--- config.mk ---
export PLATFORM = sky130hd
export DESIGN_NAME = tile_buffer_sched
export DESIGN_NICKNAME = d
export VERILOG_FILES = /design/src/rtl/tile_buffer_sched_pkg.sv /design/src/rtl/tile_buffer_sched_resolve_skid_fifo.sv /design/src/rtl/tile_buffer_sched.sv
export SDC_FILE = /design/constraint.sdc
export NUM_CORES = 1
export LEC_CHECK = 0
export ABC_CLOCK_PERIOD_IN_PS = 7050
export CORE_AREA = 2 2 532 534
export DETAILED_ROUTE_END_ITERATION = 16
export DIE_AREA = 0 0 534 536
export MAX_ROUTING_LAYER = met4
export PLACE_DENSITY = 0.37
export SLEW_MARGIN = 20
export SYNTH_ARGS = -nofsm -noshare
export SYNTH_HDL_FRONTEND = slang
export SYNTH_SLANG_ARGS = --single-unit
--- constraint.sdc ---
create_clock -name clk -period 7.05 [get_ports clk]
set_input_delay 1.41 -clock clk [delete_from_list [all_inputs] [get_ports clk]]
set_output_delay 1.41 -clock clk [all_outputs]
set_load 0.01 [all_outputs]
--- src/rtl/tile_buffer_sched_pkg.sv ---
`default_nettype none
// +----------------------------------------------------------------------------+
// | tile_pkg : shared types and defaults for the tile buffer scheduler          |
// | Rev 1.0  : initial release                                                  |
// +----------------------------------------------------------------------------+
package tile_pkg;

  localparam int PIXW            = 72;
  localparam int POS_ADDRW_DEF   = 8;
  localparam int TILE_WIDTH_DEF  = 128;
  localparam int TILE_HEIGHT_DEF = 64;

  typedef enum logic [2:0] {
    ST_IDLE       = 3'd0,
    ST_RASTER     = 3'd1,
    ST_RESOLVE    = 3'd2,
    ST_CLEAR_REQ  = 3'd3,
    ST_CLEAR_WAIT = 3'd4
  } sched_state_t;

  typedef struct packed {
    logic [4*PIXW-1:0]        data;
    logic [POS_ADDRW_DEF-1:0] x;
    logic [POS_ADDRW_DEF-1:0] y;
  } px_quad_t;

endpackage
`default_nettype wire

--- src/rtl/tile_buffer_sched_resolve_skid_fifo.sv ---
`default_nettype none
// +----------------------------------------------------------------------------+
// | resolve_skid_fifo : 2-entry valid/ready FIFO carrying resolved quads        |
// | Rev 1.0  : initial release                                                  |
// +----------------------------------------------------------------------------+
module resolve_skid_fifo #(
  parameter type ENTRY_T = tile_pkg::px_quad_t
) (
  input  logic       clk,
  input  logic       rstn,
  input  logic       i_push,
  input  ENTRY_T     i_data,
  output logic       o_valid,
  input  logic       i_ready,
  output ENTRY_T     o_data,
  output logic [1:0] o_count
);

  ENTRY_T     mem_q [2];
  ENTRY_T     mem_d [2];
  logic       wr_ptr_q, wr_ptr_d;
  logic       rd_ptr_q, rd_ptr_d;
  logic [1:0] count_q, count_d;
  logic       w_pop, w_push_ok;

  always_comb begin
    o_valid   = (count_q != 2'd0);
    o_data    = mem_q[rd_ptr_q];
    o_count   = count_q;
    w_pop     = o_valid && i_ready;
    // A push into a full FIFO is only legal when the head leaves the same cycle.
    w_push_ok = i_push && ((count_q != 2'd2) || w_pop);
    mem_d     = mem_q;
    wr_ptr_d  = wr_ptr_q;
    rd_ptr_d  = rd_ptr_q;
    if (w_push_ok) begin
      mem_d[wr_ptr_q] = i_data;
      wr_ptr_d        = ~wr_ptr_q;
    end
    if (w_pop) begin
      rd_ptr_d = ~rd_ptr_q;
    end
    count_d = count_q + {1'b0, w_push_ok} - {1'b0, w_pop};
  end

  always_ff @(posedge clk or negedge rstn) begin
    if (!rstn) begin
      mem_q[0] <= '0;
      mem_q[1] <= '0;
      wr_ptr_q <= 1'b0;
      rd_ptr_q <= 1'b0;
      count_q  <= 2'd0;
    end else begin
      mem_q    <= mem_d;
      wr_ptr_q <= wr_ptr_d;
      rd_ptr_q <= rd_ptr_d;
      count_q  <= count_d;
    end
  end

endmodule
`default_nettype wire

--- src/rtl/tile_buffer_sched.sv ---
`default_nettype none
// +----------------------------------------------------------------------------+
// | tile_buffer_sched : RASTER -> RESOLVE -> CLEAR lifecycle of a tile buffer   |
// | Optional macro TILE_SCHED_PERF_CNT_EN adds per-tile cycle counters.         |
// | Rev 1.0  : initial release                                                  |
// +----------------------------------------------------------------------------+
module tile_buffer_sched #(
  parameter int POS_ADDRW   = tile_pkg::POS_ADDRW_DEF,
  parameter int TILE_WIDTH  = tile_pkg::TILE_WIDTH_DEF,
  parameter int TILE_HEIGHT = tile_pkg::TILE_HEIGHT_DEF,
  parameter int PIXW        = tile_pkg::PIXW
) (
  input  logic                 clk,
  input  logic                 rstn,
  input  logic                 i_tile_start,
  input  logic                 i_tile_done,
  output logic                 o_idle,
  input  logic [POS_ADDRW-1:0] i_wr_x,
  input  logic [POS_ADDRW-1:0] i_wr_y,
  input  logic [4*PIXW-1:0]    i_wr_data,
  input  logic [3:0]           i_wr_mask,
  input  logic                 i_wr_valid,
  output logic                 o_wr_ready,
  input  logic                 i_tb_ready,
  output logic [POS_ADDRW-1:0] o_tb_write_x,
  output logic [POS_ADDRW-1:0] o_tb_write_y,
  output logic [4*PIXW-1:0]    o_tb_pixel_data,
  output logic [3:0]           o_tb_write_mask,
  output logic                 o_tb_write_valid,
  output logic [POS_ADDRW-1:0] o_tb_read_x,
  output logic [POS_ADDRW-1:0] o_tb_read_y,
  output logic                 o_tb_read_valid,
  input  logic [4*PIXW-1:0]    i_tb_read_data,
  input  logic                 i_tb_read_valid,
  output logic                 o_tb_clear,
  input  logic                 i_tb_clear_done,
  input  logic [47:0]          i_clear_color,
  input  logic [23:0]          i_clear_depth,
  output logic [47:0]          o_tb_clear_color,
  output logic [23:0]          o_tb_clear_depth,
  output logic [4*PIXW-1:0]    o_px_data,
  output logic [POS_ADDRW-1:0] o_px_x,
  output logic [POS_ADDRW-1:0] o_px_y,
  output logic                 o_px_valid,
  input  logic                 i_px_ready,
  output logic                 o_px_last
`ifdef TILE_SCHED_PERF_CNT_EN
  ,
  output logic [31:0]          o_perf_raster_cycles,
  output logic [31:0]          o_perf_resolve_cycles,
  output logic [31:0]          o_perf_stall_cycles
`endif
);

  import tile_pkg::*;

  typedef struct packed {
    logic [4*PIXW-1:0]    data;
    logic [POS_ADDRW-1:0] x;
    logic [POS_ADDRW-1:0] y;
  } quad_t;

  localparam logic [POS_ADDRW-1:0] c_x_last = POS_ADDRW'(TILE_WIDTH - 2);
  localparam logic [POS_ADDRW-1:0] c_y_last = POS_ADDRW'(TILE_HEIGHT - 2);
  localparam logic [POS_ADDRW-1:0] c_step   = POS_ADDRW'(2);

  sched_state_t         state_q, state_d;
  logic [POS_ADDRW-1:0] rd_x_q, rd_x_d, rd_y_q, rd_y_d;
  logic [POS_ADDRW-1:0] tag_x_q, tag_x_d, tag_y_q, tag_y_d;
  logic                 scan_done_q, scan_done_d;
  logic                 inflight_q, inflight_d;

  logic                 w_in_raster, w_in_resolve;
  logic                 w_issue, w_return, w_pop, w_last;
  logic [2:0]           w_occ;
  logic                 w_fifo_valid;
  logic [1:0]           w_fifo_count;
  quad_t                w_push_entry, w_head;

  resolve_skid_fifo #(
    .ENTRY_T (quad_t)
  ) u_skid (
    .clk     (clk),
    .rstn    (rstn),
    .i_push  (w_return),
    .i_data  (w_push_entry),
    .o_valid (w_fifo_valid),
    .i_ready (i_px_ready),
    .o_data  (w_head),
    .o_count (w_fifo_count)
  );

  always_comb begin
    w_in_raster  = (state_q == ST_RASTER);
    w_in_resolve = (state_q == ST_RESOLVE);

    o_idle           = (state_q == ST_IDLE) && i_tb_ready;
    o_wr_ready       = w_in_raster && i_wr_valid && i_tb_ready;
    o_tb_write_valid = o_wr_ready;
    o_tb_write_x     = w_in_raster ? i_wr_x    : '0;
    o_tb_write_y     = w_in_raster ? i_wr_y    : '0;
    o_tb_pixel_data  = w_in_raster ? i_wr_data : '0;
    o_tb_write_mask  = w_in_raster ? i_wr_mask : '0;

    w_pop  = w_fifo_valid && i_px_ready;
    w_last = w_fifo_valid && (w_head.x == c_x_last) && (w_head.y == c_y_last);
    // Occupancy counted after this cycle's pop keeps the stream at one quad per cycle.
    w_occ   = {1'b0, w_fifo_count} - {2'b00, w_pop} + {2'b00, inflight_q};
    w_issue = w_in_resolve && !scan_done_q && (w_occ < 3'd2);
    w_return = w_in_resolve && inflight_q && i_tb_read_valid;

    w_push_entry.data = i_tb_read_data;
    w_push_entry.x    = tag_x_q;
    w_push_entry.y    = tag_y_q;

    o_tb_read_valid = w_issue;
    o_tb_read_x     = rd_x_q;
    o_tb_read_y     = rd_y_q;

    o_px_valid = w_fifo_valid;
    o_px_data  = w_fifo_valid ? w_head.data : '0;
    o_px_x     = w_fifo_valid ? w_head.x    : '0;
    o_px_y     = w_fifo_valid ? w_head.y    : '0;
    o_px_last  = w_last;

    o_tb_clear       = (state_q == ST_CLEAR_REQ);
    o_tb_clear_color = o_tb_clear ? i_clear_color : '0;
    o_tb_clear_depth = o_tb_clear ? i_clear_depth : '0;

    rd_x_d      = rd_x_q;
    rd_y_d      = rd_y_q;
    tag_x_d     = tag_x_q;
    tag_y_d     = tag_y_q;
    scan_done_d = scan_done_q;
    inflight_d  = inflight_q;

    if (w_return) begin
      inflight_d = 1'b0;
    end
    if (w_issue) begin
      inflight_d = 1'b1;
      tag_x_d    = rd_x_q;
      tag_y_d    = rd_y_q;
      if (rd_x_q == c_x_last) begin
        rd_x_d = '0;
        if (rd_y_q == c_y_last) begin
          rd_y_d      = '0;
          scan_done_d = 1'b1;
        end else begin
          rd_y_d = rd_y_q + c_step;
        end
      end else begin
        rd_x_d = rd_x_q + c_step;
      end
    end

    state_d = state_q;
    case (state_q)
      ST_IDLE:       if (i_tile_start && i_tb_ready) state_d = ST_RASTER;
      ST_RASTER:     if (i_tile_done) state_d = ST_RESOLVE;
      ST_RESOLVE: begin
        if (w_pop && w_last) begin
          state_d     = ST_CLEAR_REQ;
          scan_done_d = 1'b0;
          inflight_d  = 1'b0;
        end
      end
      ST_CLEAR_REQ:  state_d = ST_CLEAR_WAIT;
      ST_CLEAR_WAIT: if (i_tb_clear_done) state_d = ST_IDLE;
      default:       state_d = ST_IDLE;
    endcase
  end

  always_ff @(posedge clk or negedge rstn) begin
    if (!rstn) begin
      state_q     <= ST_IDLE;
      rd_x_q      <= '0;
      rd_y_q      <= '0;
      tag_x_q     <= '0;
      tag_y_q     <= '0;
      scan_done_q <= 1'b0;
      inflight_q  <= 1'b0;
    end else begin
      state_q     <= state_d;
      rd_x_q      <= rd_x_d;
      rd_y_q      <= rd_y_d;
      tag_x_q     <= tag_x_d;
      tag_y_q     <= tag_y_d;
      scan_done_q <= scan_done_d;
      inflight_q  <= inflight_d;
    end
  end

`ifdef TILE_SCHED_PERF_CNT_EN
  logic [31:0] perf_raster_q, perf_raster_d;
  logic [31:0] perf_resolve_q, perf_resolve_d;
  logic [31:0] perf_stall_q, perf_stall_d;
  logic        w_tile_begin;

  always_comb begin
    w_tile_begin   = (state_q == ST_IDLE) && (state_d == ST_RASTER);
    perf_raster_d  = perf_raster_q;
    perf_resolve_d = perf_resolve_q;
    perf_stall_d   = perf_stall_q;
    if (w_tile_begin) begin
      perf_raster_d  = '0;
      perf_resolve_d = '0;
      perf_stall_d   = '0;
    end else begin
      if (w_in_raster && (perf_raster_q != '1))
        perf_raster_d = perf_raster_q + 32'd1;
      if (w_in_resolve && (perf_resolve_q != '1))
        perf_resolve_d = perf_resolve_q + 32'd1;
      if (w_in_resolve && w_fifo_valid && !i_px_ready && (perf_stall_q != '1))
        perf_stall_d = perf_stall_q + 32'd1;
    end
  end

  always_ff @(posedge clk or negedge rstn) begin
    if (!rstn) begin
      perf_raster_q  <= '0;
      perf_resolve_q <= '0;
      perf_stall_q   <= '0;
    end else begin
      perf_raster_q  <= perf_raster_d;
      perf_resolve_q <= perf_resolve_d;
      perf_stall_q   <= perf_stall_d;
    end
  end

  assign o_perf_raster_cycles  = perf_raster_q;
  assign o_perf_resolve_cycles = perf_resolve_q;
  assign o_perf_stall_cycles   = perf_stall_q;
`endif

endmodule
`default_nettype wire

Word level (Yosys, flattened, before mapping)
Cells that the tools add are included.
{"block": "classes", "n_bitwise": 4, "multipliers": 0, "n_eq_ne": 13, "n_div": 0, "muxes": 31, "magnitude_cmp": 4, "shifts": 0, "n_reduce_logical": 20, "addsub": 6}
{"operator": "$mux W304", "n": 4}
{"operator": "$bwmux W608", "n": 1}
{"operator": "$mux W288", "n": 2}
{"operator": "$demux W304 S1", "n": 1}
{"operator": "$mux W48", "n": 1}
{"operator": "$mux W8", "n": 6}
{"operator": "$mux W24", "n": 1}
{"operator": "$add A8 B2 Y8 const B", "n": 2}
{"operator": "$eq A8 B6 Y1 const B", "n": 2}
{"operator": "$eq A8 B7 Y1 const B", "n": 2}
{"operator": "$pmux W3 S5", "n": 1}
{"operator": "$logic_and A1 B1 Y1", "n": 14}
{"operator": "$mux W3", "n": 4}
{"operator": "$mux W1", "n": 9}
{"operator": "$eq A3 B2 Y1 const B", "n": 2}
{"operator": "$ne A2 B2 Y1 const B", "n": 3}
{"operator": "$ge A2 B2 Y1 const B", "n": 2}
{"operator": "$mux W4", "n": 1}
{"operator": "$ne A2 B1 Y1 const B", "n": 2}
{"operator": "$not A1 Y2", "n": 2}
{"operator": "$reduce_and A4 Y1", "n": 1}
{"operator": "$add A3 B1 Y3", "n": 1}
{"operator": "$eq A3 B1 Y1 const B", "n": 1}
{"operator": "$eq A3 B3 Y1 const B", "n": 1}
{"operator": "11 further kinds", "n": 12}
{"block": "word_totals", "mem_bits_ro": 0, "out_inout_bits": 707, "latch_bits": 0, "in_bits": 677, "ramBits": 0, "reg_bits": 649, "memories": 0}

Longest topological paths before layout
{"block": "logic_depth", "ltp_word": 10, "ltp_mapped": 15}

By module
From an unflattened synthesis, not the netlist that was laid out.
{"block": "hier_totals", "cells_unflattened": 2575, "hier_area_um2": 34759.6}
{"module": "resolve_skid_fifo", "seq_area_each_um2": 15314.7, "cells_each": 1639, "area_each_um2": 28491.1, "n_inst": 1}
{"module": "tile_buffer_sched", "seq_area_each_um2": 825.8, "cells_each": 936, "area_each_um2": 6268.5, "n_inst": 1}

Worst setup path after synthesis
OpenSTA, ideal clock, no wires.
{"block": "synth_timing", "path_kind": "input to output", "start": "input port i_px_ready", "end": "output port o_tb_read_valid", "path_slack_ps": 2155, "path_stages": 11, "t_arrival_ps": 3485, "required_time_ps": 5640, "cell_sequence": "and2_1 ha_1 inv_1 nand2_1 fa_1 xor2_1 or4b_1 buf_2 clkinv_2 buf_6 buf_4"}
{"block": "synth_between", "elab_chain_cells": 5}
{"item": "from (decl)", "line_no": "tile_buffer_sched.sv:45", "source": "input logic i_px_ready,"}
{"item": "$logic_and A1 B1 Y1", "line_no": "tile_buffer_sched.sv:105", "source": "w_pop = w_fifo_valid && i_px_ready;"}
{"item": "$sub A2 B1 Y3", "line_no": "tile_buffer_sched.sv:108", "source": "w_occ = {1'b0, w_fifo_count} - {2'b00, w_pop} + {2'b00, inflight_q};"}
{"item": "$add A3 B1 Y3", "line_no": "tile_buffer_sched.sv:108"}
{"item": "$lt A3 B2 Y1", "line_no": "tile_buffer_sched.sv:109", "source": "w_issue = w_in_resolve && !scan_done_q && (w_occ < 3'd2);"}
{"item": "$logic_and A1 B1 Y1", "line_no": "tile_buffer_sched.sv:109"}
{"item": "to (decl)", "line_no": "tile_buffer_sched.sv:32", "source": "output logic o_tb_read_valid,"}
No other way between the ends.

Final worst setup path
{"block": "layout_timing", "start": "input port i_px_ready", "end": "output port o_tb_read_valid"}
{"block": "layout_between", "elab_chain_cells": 5}
{"item": "$logic_and A1 B1 Y1"}
{"item": "via u_skid.w_pop", "line_no": "tile_buffer_sched_resolve_skid_fifo.sv:24", "source": "logic w_pop, w_push_ok;"}
{"item": "$sub A2 B1 Y3", "line_no": "tile_buffer_sched.sv:108"}
{"item": "$add A3 B1 Y3", "line_no": "tile_buffer_sched.sv:108"}
{"item": "$lt A3 B2 Y1", "line_no": "tile_buffer_sched.sv:109"}
{"item": "$logic_and A1 B1 Y1", "line_no": "tile_buffer_sched.sv:109"}
The timed path passes the listed nets, and every way through them passes these cells.

==> impl_metrics.tcl <==
set metrics [dict create \
    fillers 30845 \
    cpMaxStageDelayCell "clkdlybuf4s50_1" \
    power.density_nw_per_um2 352 \
    crit_type "input port to output pin" \
    maxSlewViolCount 0 \
    dieArea_sq_um 286000 \
    port_buffers 1379 \
    rsz0062_at_grt "no" \
    start_util_pct 11.1 \
    ys_async_sr_fraction_pct 100 \
    cp-startpoint "i_px_ready" \
    postCtsSetupBuffers 0 \
    grt_pass1_vias 27867 \
    ctsResizeCount 0 \
    area_growth_pct 73.8 \
    status "completed" \
    power_mw 19.0 \
    grt-ovfl-total 0 \
    ir_drop_mv 0.173 \
    avgRoutedWirePerCell_um 30.2 \
    fp.dieH_um 536 \
    syn_avg_cell_area_sq_um 12.1 \
    p_leak_nw 22.5 \
    required_ns 5.64 \
    worstSkewPairLatency_ns 0.73 \
    hpwl_um 213000 \
    crit_path_cell_trace "clkdlybuf4s50_1, and2_1, ha_1, inv_1, nand2_1, fa_1, xor2_1, or4b_1, clkinv_2, clkdlybuf4s50_1" \
    clock_path_buffers 3 \
    postCtsHoldBufs 0 \
    cts_root_buffer "clkbuf_16" \
    path_buf_inv 4 \
    hold_viol_final 0 \
    synth-edff-count 0 \
    start_kind "input port" \
    fmax_mhz 160 \
    synth_warnings 0 \
    r2r-start "u_skid.o_count[1]$_DFF_PN0_" \
    num_rows 195 \
    route.detailed.drc 0 \
    cts_sinks 641 \
    syn_inst 2570 \
    path_max_fanout 20 \
    crit_arrival_ns 4.83 \
    io_pins 1384 \
    clk_pin_slew_worst_paths_ns 0.06 \
    synth_seq_cells 641 \
    cts_made_buffers 89 \
    vias_per_cell 3.29 \
    maxCapViolCount 0 \
    drive_gt1_share_pct 20.2 \
    fp.dieW_um 534 \
    ys.flop_type "dfrtp_1" \
    relSlewSlack_pct 9.78 \
    final.setup_skew_ns 0.0426 \
    drt_wl_total_um 254000 \
    antenna_found_initial 191 \
    first_pass_iters 4 \
    drtIter0Drc 1194 \
    grt_max_degree 140 \
    antenna_left 0 \
    cts_tree "done" \
    cp_slowest_stage_delay_ns 0.69 \
    via_count 27659 \
    place_congestion 0.969 \
    hold_path_class "flop to flop" \
    track_usage_pct 17.5 \
    path_delay_family "buffers and inverters" \
    period_needed_ns 6.24 \
    setup_viol 0 \
    period_share_pct 88.5 \
    crit_path_end_kind "output pin" \
    fin_nets 4590 \
    ys_seq_area_share_pct 51.5 \
    syn-cell-area_sq_um 31100 \
    fin_setup_tns_ns 0 \
    worstMarginPinSlew_ns 1.35 \
    hold_start "tag_x_q[1]$_DFFE_PN0N_" \
    h-tree-depth 3 \
    critPathMostFrequentCell "clkdlybuf4s50_1" \
    grt_pass1_wl_um 314000 \
    core_sq_um 281000 \
    ys_types 51 \
]
-- cell usage in the layout (no fill, tap or decap), drive strengths merged, types with 2 or more instances in the layout --
cell,netlist,final
nand4b,3,3
xnor2,6,6
mux2,607,607
clkbuf,88,137
and2,382,382
o22a,2,2
or3b,2,2
nand3,5,5
nor4,6,6
ha,5,5
nor2,310,310
and3,4,4
inv,6,9
diode,0,676
bufinv,0,6
nand2,56,56
or4b,2,2
mux2i,301,301
nand4,6,6
a21oi,4,4
clkdlybuf4s50,0,1378
o31ai,3,3
conb,1,4
clkinv,1,16
xor2,6,6
nor3,3,3
nand2b,3,3
nor4b,2,2
buf,100,53
dfrtp,641,641
-- where the power goes --
group          internal (mW)  switching [mW]  total [mW]  leakage, nW
clock network           2.73            1.92        4.65         1.44
logic                   4.26            4.65        8.91         12.5
registers               4.86           0.621        5.48         8.49
-- registers in the layout (all words and copies together), names as in the netlist --
name / flops
tag_x_q: 7
o_tb_read_y: 7
state_q: 3
u_skid.rd_ptr_q: 1
inflight_q: 1
scan_done_q: 1
o_tb_read_x: 7
tag_y_q: 7
u_skid.wr_ptr_q: 1
u_skid.mem_q: 604
u_skid.o_count: 2
-- worst min-delay path, stage by stage (launching register included) --
cell	delay [ns]
dfrtp_1	0.36
nand2_1	0.05
nand2_1	0.05
-- area by class of cell --
class                           instances  area (sq um)  area share, %
Antenna cell                          676          1690           3.13
Clock buffer                          137          2540           4.69
Clock inverter                         25           454          0.839
Inverter                                7          27.5         0.0509
Multi-Input combinational cell       1737         14300           26.4
Sequential cell                       641         16000           29.6
Tap cell                             3743          4680           8.65
Timing Repair Buffer                 1431         14400           26.6
-- Yosys cell counts (all sizes together), types with 4 or more instances --
| cell | n | area [sq um] |
|---|---|---|
| nor2 | 310 | 1160 |
| mux2 | 607 | 6840 |
| nand3 | 5 | 37.5 |
| nor4 | 6 | 43.8 |
| and2 | 382 | 2390 |
| xor2 | 6 | 52.6 |
| ha | 5 | 62.6 |
| mux2i | 301 | 3010 |
| clkbuf | 88 | 330 |
| a21oi | 4 | 20.0 |
| nand2 | 56 | 210 |
| and3 | 4 | 25.0 |
| buf | 100 | 497 |
| dfrtp | 641 | 16000 |
| inv | 6 | 22.5 |
| nand4 | 6 | 37.5 |
| xnor2 | 6 | 52.6 |
-- layer usage --
layer | vias to the layer above | share of wire [%] | GRT usage [%]
met1 | 13910 | 34 | 16.1
met5 | - | 0 | -
li1 | 12158 | - | -
met2 | 1183 | 49 | 29.9
met4 | 0 | 9.0 | 12.4
met3 | 408 | 7.9 | 6.62
-- logic make-up (layout without fill, tap and decap cells) --
family                     count (synthesis)  count (layout)  synth area share (%)
muxes                                    908             908                  31.6
and+or+nand+nor                          792             792                  13.1
DFF                                      641             641                  51.5
buffers and inverters                    195            1600                  2.74
AOI/OAI and AO/OA                         15              15                 0.366
xor gates and xnor gates                  12              12                 0.337
adders and majority gates                  6               6                 0.265
other                                      1             680                0.0120
-- worst paths after layout --
| kind | end | slack, ns | depth (start not counted) |
|---|---|---|---|
| max | o_tb_read_valid | 0.81 | 10 |
| min | tag_x_q[1]$_DFFE_PN0N_ | 0.50 | 2 |
| max reg2reg | o_tb_read_y[2]$_DFFE_PN0P_ | 3.15 | 12 |
| min reg2reg | tag_x_q[1]$_DFFE_PN0N_ | 0.50 | 2 |
| max in group asynchronous | u_skid.mem_q[262]$_DFFE_PN0P_ | 4.82 | 2 |
| min in group asynchronous | u_skid.mem_q[157]$_DFFE_PN0P_ | 0.68 | 1 |
-- metrics by stage --
step | setup WS, ns | instances | cell area (sq um) | hold WS [ns] | util, %
6_report | 0.814 | 8397 | 54100 | 0.499 | 19.3
5_1_grt | 0.637 | 8328 | 53900 | 0.511 | 19.2
4_1_cts | 0.781 | 7721 | 52400 | 0.504 | 18.7
3_5_place_dp | 0.794 | 7559 | 49400 | 0.493 | 17.6
3_3_place_gp | 0.771 | 7559 | 49400 | 0.486 | 17.6
2_1_floorplan | 2.16 | 2573 | 31200 | 0.457 | -
No activity file was read; power rests on OpenSTA's default activity.
==> RTL edit: new RTL, config.mk and constraints unchanged <==
Add a define of `TILE_SCHED_PERF_CNT_EN`.
--- a/src/rtl/tile_buffer_sched.sv
+++ b/src/rtl/tile_buffer_sched.sv
@@ -4,6 +4,8 @@
 // | Optional macro TILE_SCHED_PERF_CNT_EN adds per-tile cycle counters.         |
 // | Rev 1.0  : initial release                                                  |
 // +----------------------------------------------------------------------------+
+`define TILE_SCHED_PERF_CNT_EN
+
 module tile_buffer_sched #(
   parameter int POS_ADDRW   = tile_pkg::POS_ADDRW_DEF,
   parameter int TILE_WIDTH  = tile_pkg::TILE_WIDTH_DEF,
Formal check against the unedited RTL (old outputs only; new: o_perf_raster_cycles, o_perf_resolve_cycles and o_perf_stall_cycles): same outputs for any inputs over 4 cycles, from zero or initial values and one cycle with rstn low; that may be too few to reach the edited logic, so the function may still have changed.
==> RTL edit against the original RTL <==
Synthesized area rose by 17%; first-iteration DRC count is 13% higher; setup slack improved by 0.33 ns; fmax up 5.6%; total power grew 19%; combinational power up 21%; critical path depth grew 1; sequential cell count rose by 96; wire length is 7.0% higher; register-to-register slack improved by 0.34 ns; critical path type unchanged; final area up 9.1%.
==> RTL edit: results (changes against the original RTL) <==
Outcome - finished clean (unchanged)
Vias - 31510 (was 27660)
Routed WL per cell - 31.91 µm (was 30.20 µm)
Num CTS Buffers - 97 (was 89)
P_int - 0.01386 W (was 0.01184 W)
Largest net degree at the start of global routing - 179 (was 140)
Total iterations of the first detailed-routing run - 9 (was 4)
Largest fanout on the critical path - 22 (was 20)
Power in the clock group - 0.00500 W (was 0.00465 W)
Mux share of post-synthesis cell area - 27.28% (was 31.62%)
Clkbuf count - 150 (was 137)
Inverter count - 10 (was 7)
Top post-synthesis cells by area - dfrtp_1, mux2_2, mux2i_1, and2_1, nor2_1 (unchanged)
Netlist cell types - 70 (was 51)
Synth top cells by count - dfrtp_1, mux2_2, and2_1 (unchanged)
Post-synthesis compound-gate area fraction - 2.803% (was 0.3656%)
Vias in the first global route - 33090 (was 27870)
Met1 usage - 17.48% (was 16.13%)
Count of non-CTS buffers in the layout - 1522 (was 1431)
DR WL met3 - 20360 µm (was 19930 µm)
GRT Overall Usage - 18.85% (was 17.54%)
Placed cells - 8203 (was 7559)
Share of cells above drive strength 1 - 17.85% (was 20.16%)
Avg Inst Size Synth - 11.56 µm² (was 12.12 µm²)
Fraction of area in multi-input gates - 28.88% (was 26.41%)
Synth Area in Adders - 0.3301% (was 0.2652%)
Pre-CTS setup slack - 1.013 ns (was 0.7937 ns)
Final WL - 271500 µm (was 253600 µm)
GR Layer Usage met2 - 34.33% (was 29.95%)
Buffering overhead - 25.90% (was 26.59%)
Worst-Skew Late Latency - 0.75 ns (was 0.73 ns)
First-pass GRT wire length - 344100 µm (was 313900 µm)
Met3 Track Usage GR - 6.002% (was 6.624%)
Final Net Count - 5245 (was 4590)
Synth Area in XOR/XNOR - 0.8425% (was 0.3375%)
==> RTL edit: changes by cell type after synthesis, moves of 22 or more <==
| cell | unedited run | this run |
|---|---|---|
| o21ai_0 | 0 | 32 |
| nand3_1 | 4 | 44 |
| or4_1 | 0 | 22 |
| a21oi_1 | 4 | 45 |
| or3_1 | 0 | 30 |
| nand2_1 | 56 | 122 |
| nor2_1 | 310 | 347 |
| nand4_1 | 6 | 39 |
| dfrtp_1 | 641 | 737 |
==> RTL edit: worst paths after layout <==
kind                                          end       start  slack (ns)  depth (start not counted)
worst min register to register         tag_y_q[4]  tag_y_q[4]        0.50                          2
worst max-delay path              o_tb_read_valid  i_px_ready        1.14                         11
worst min-delay path                   tag_y_q[4]  tag_y_q[4]        0.50                          2
max in group asynchronous       u_skid.mem_q[282]        rstn        4.62                          3
worst max register to register  u_skid.mem_q[586]  state_q[1]        3.49                          5
min in group asynchronous       u_skid.mem_q[163]        rstn        0.69                          1
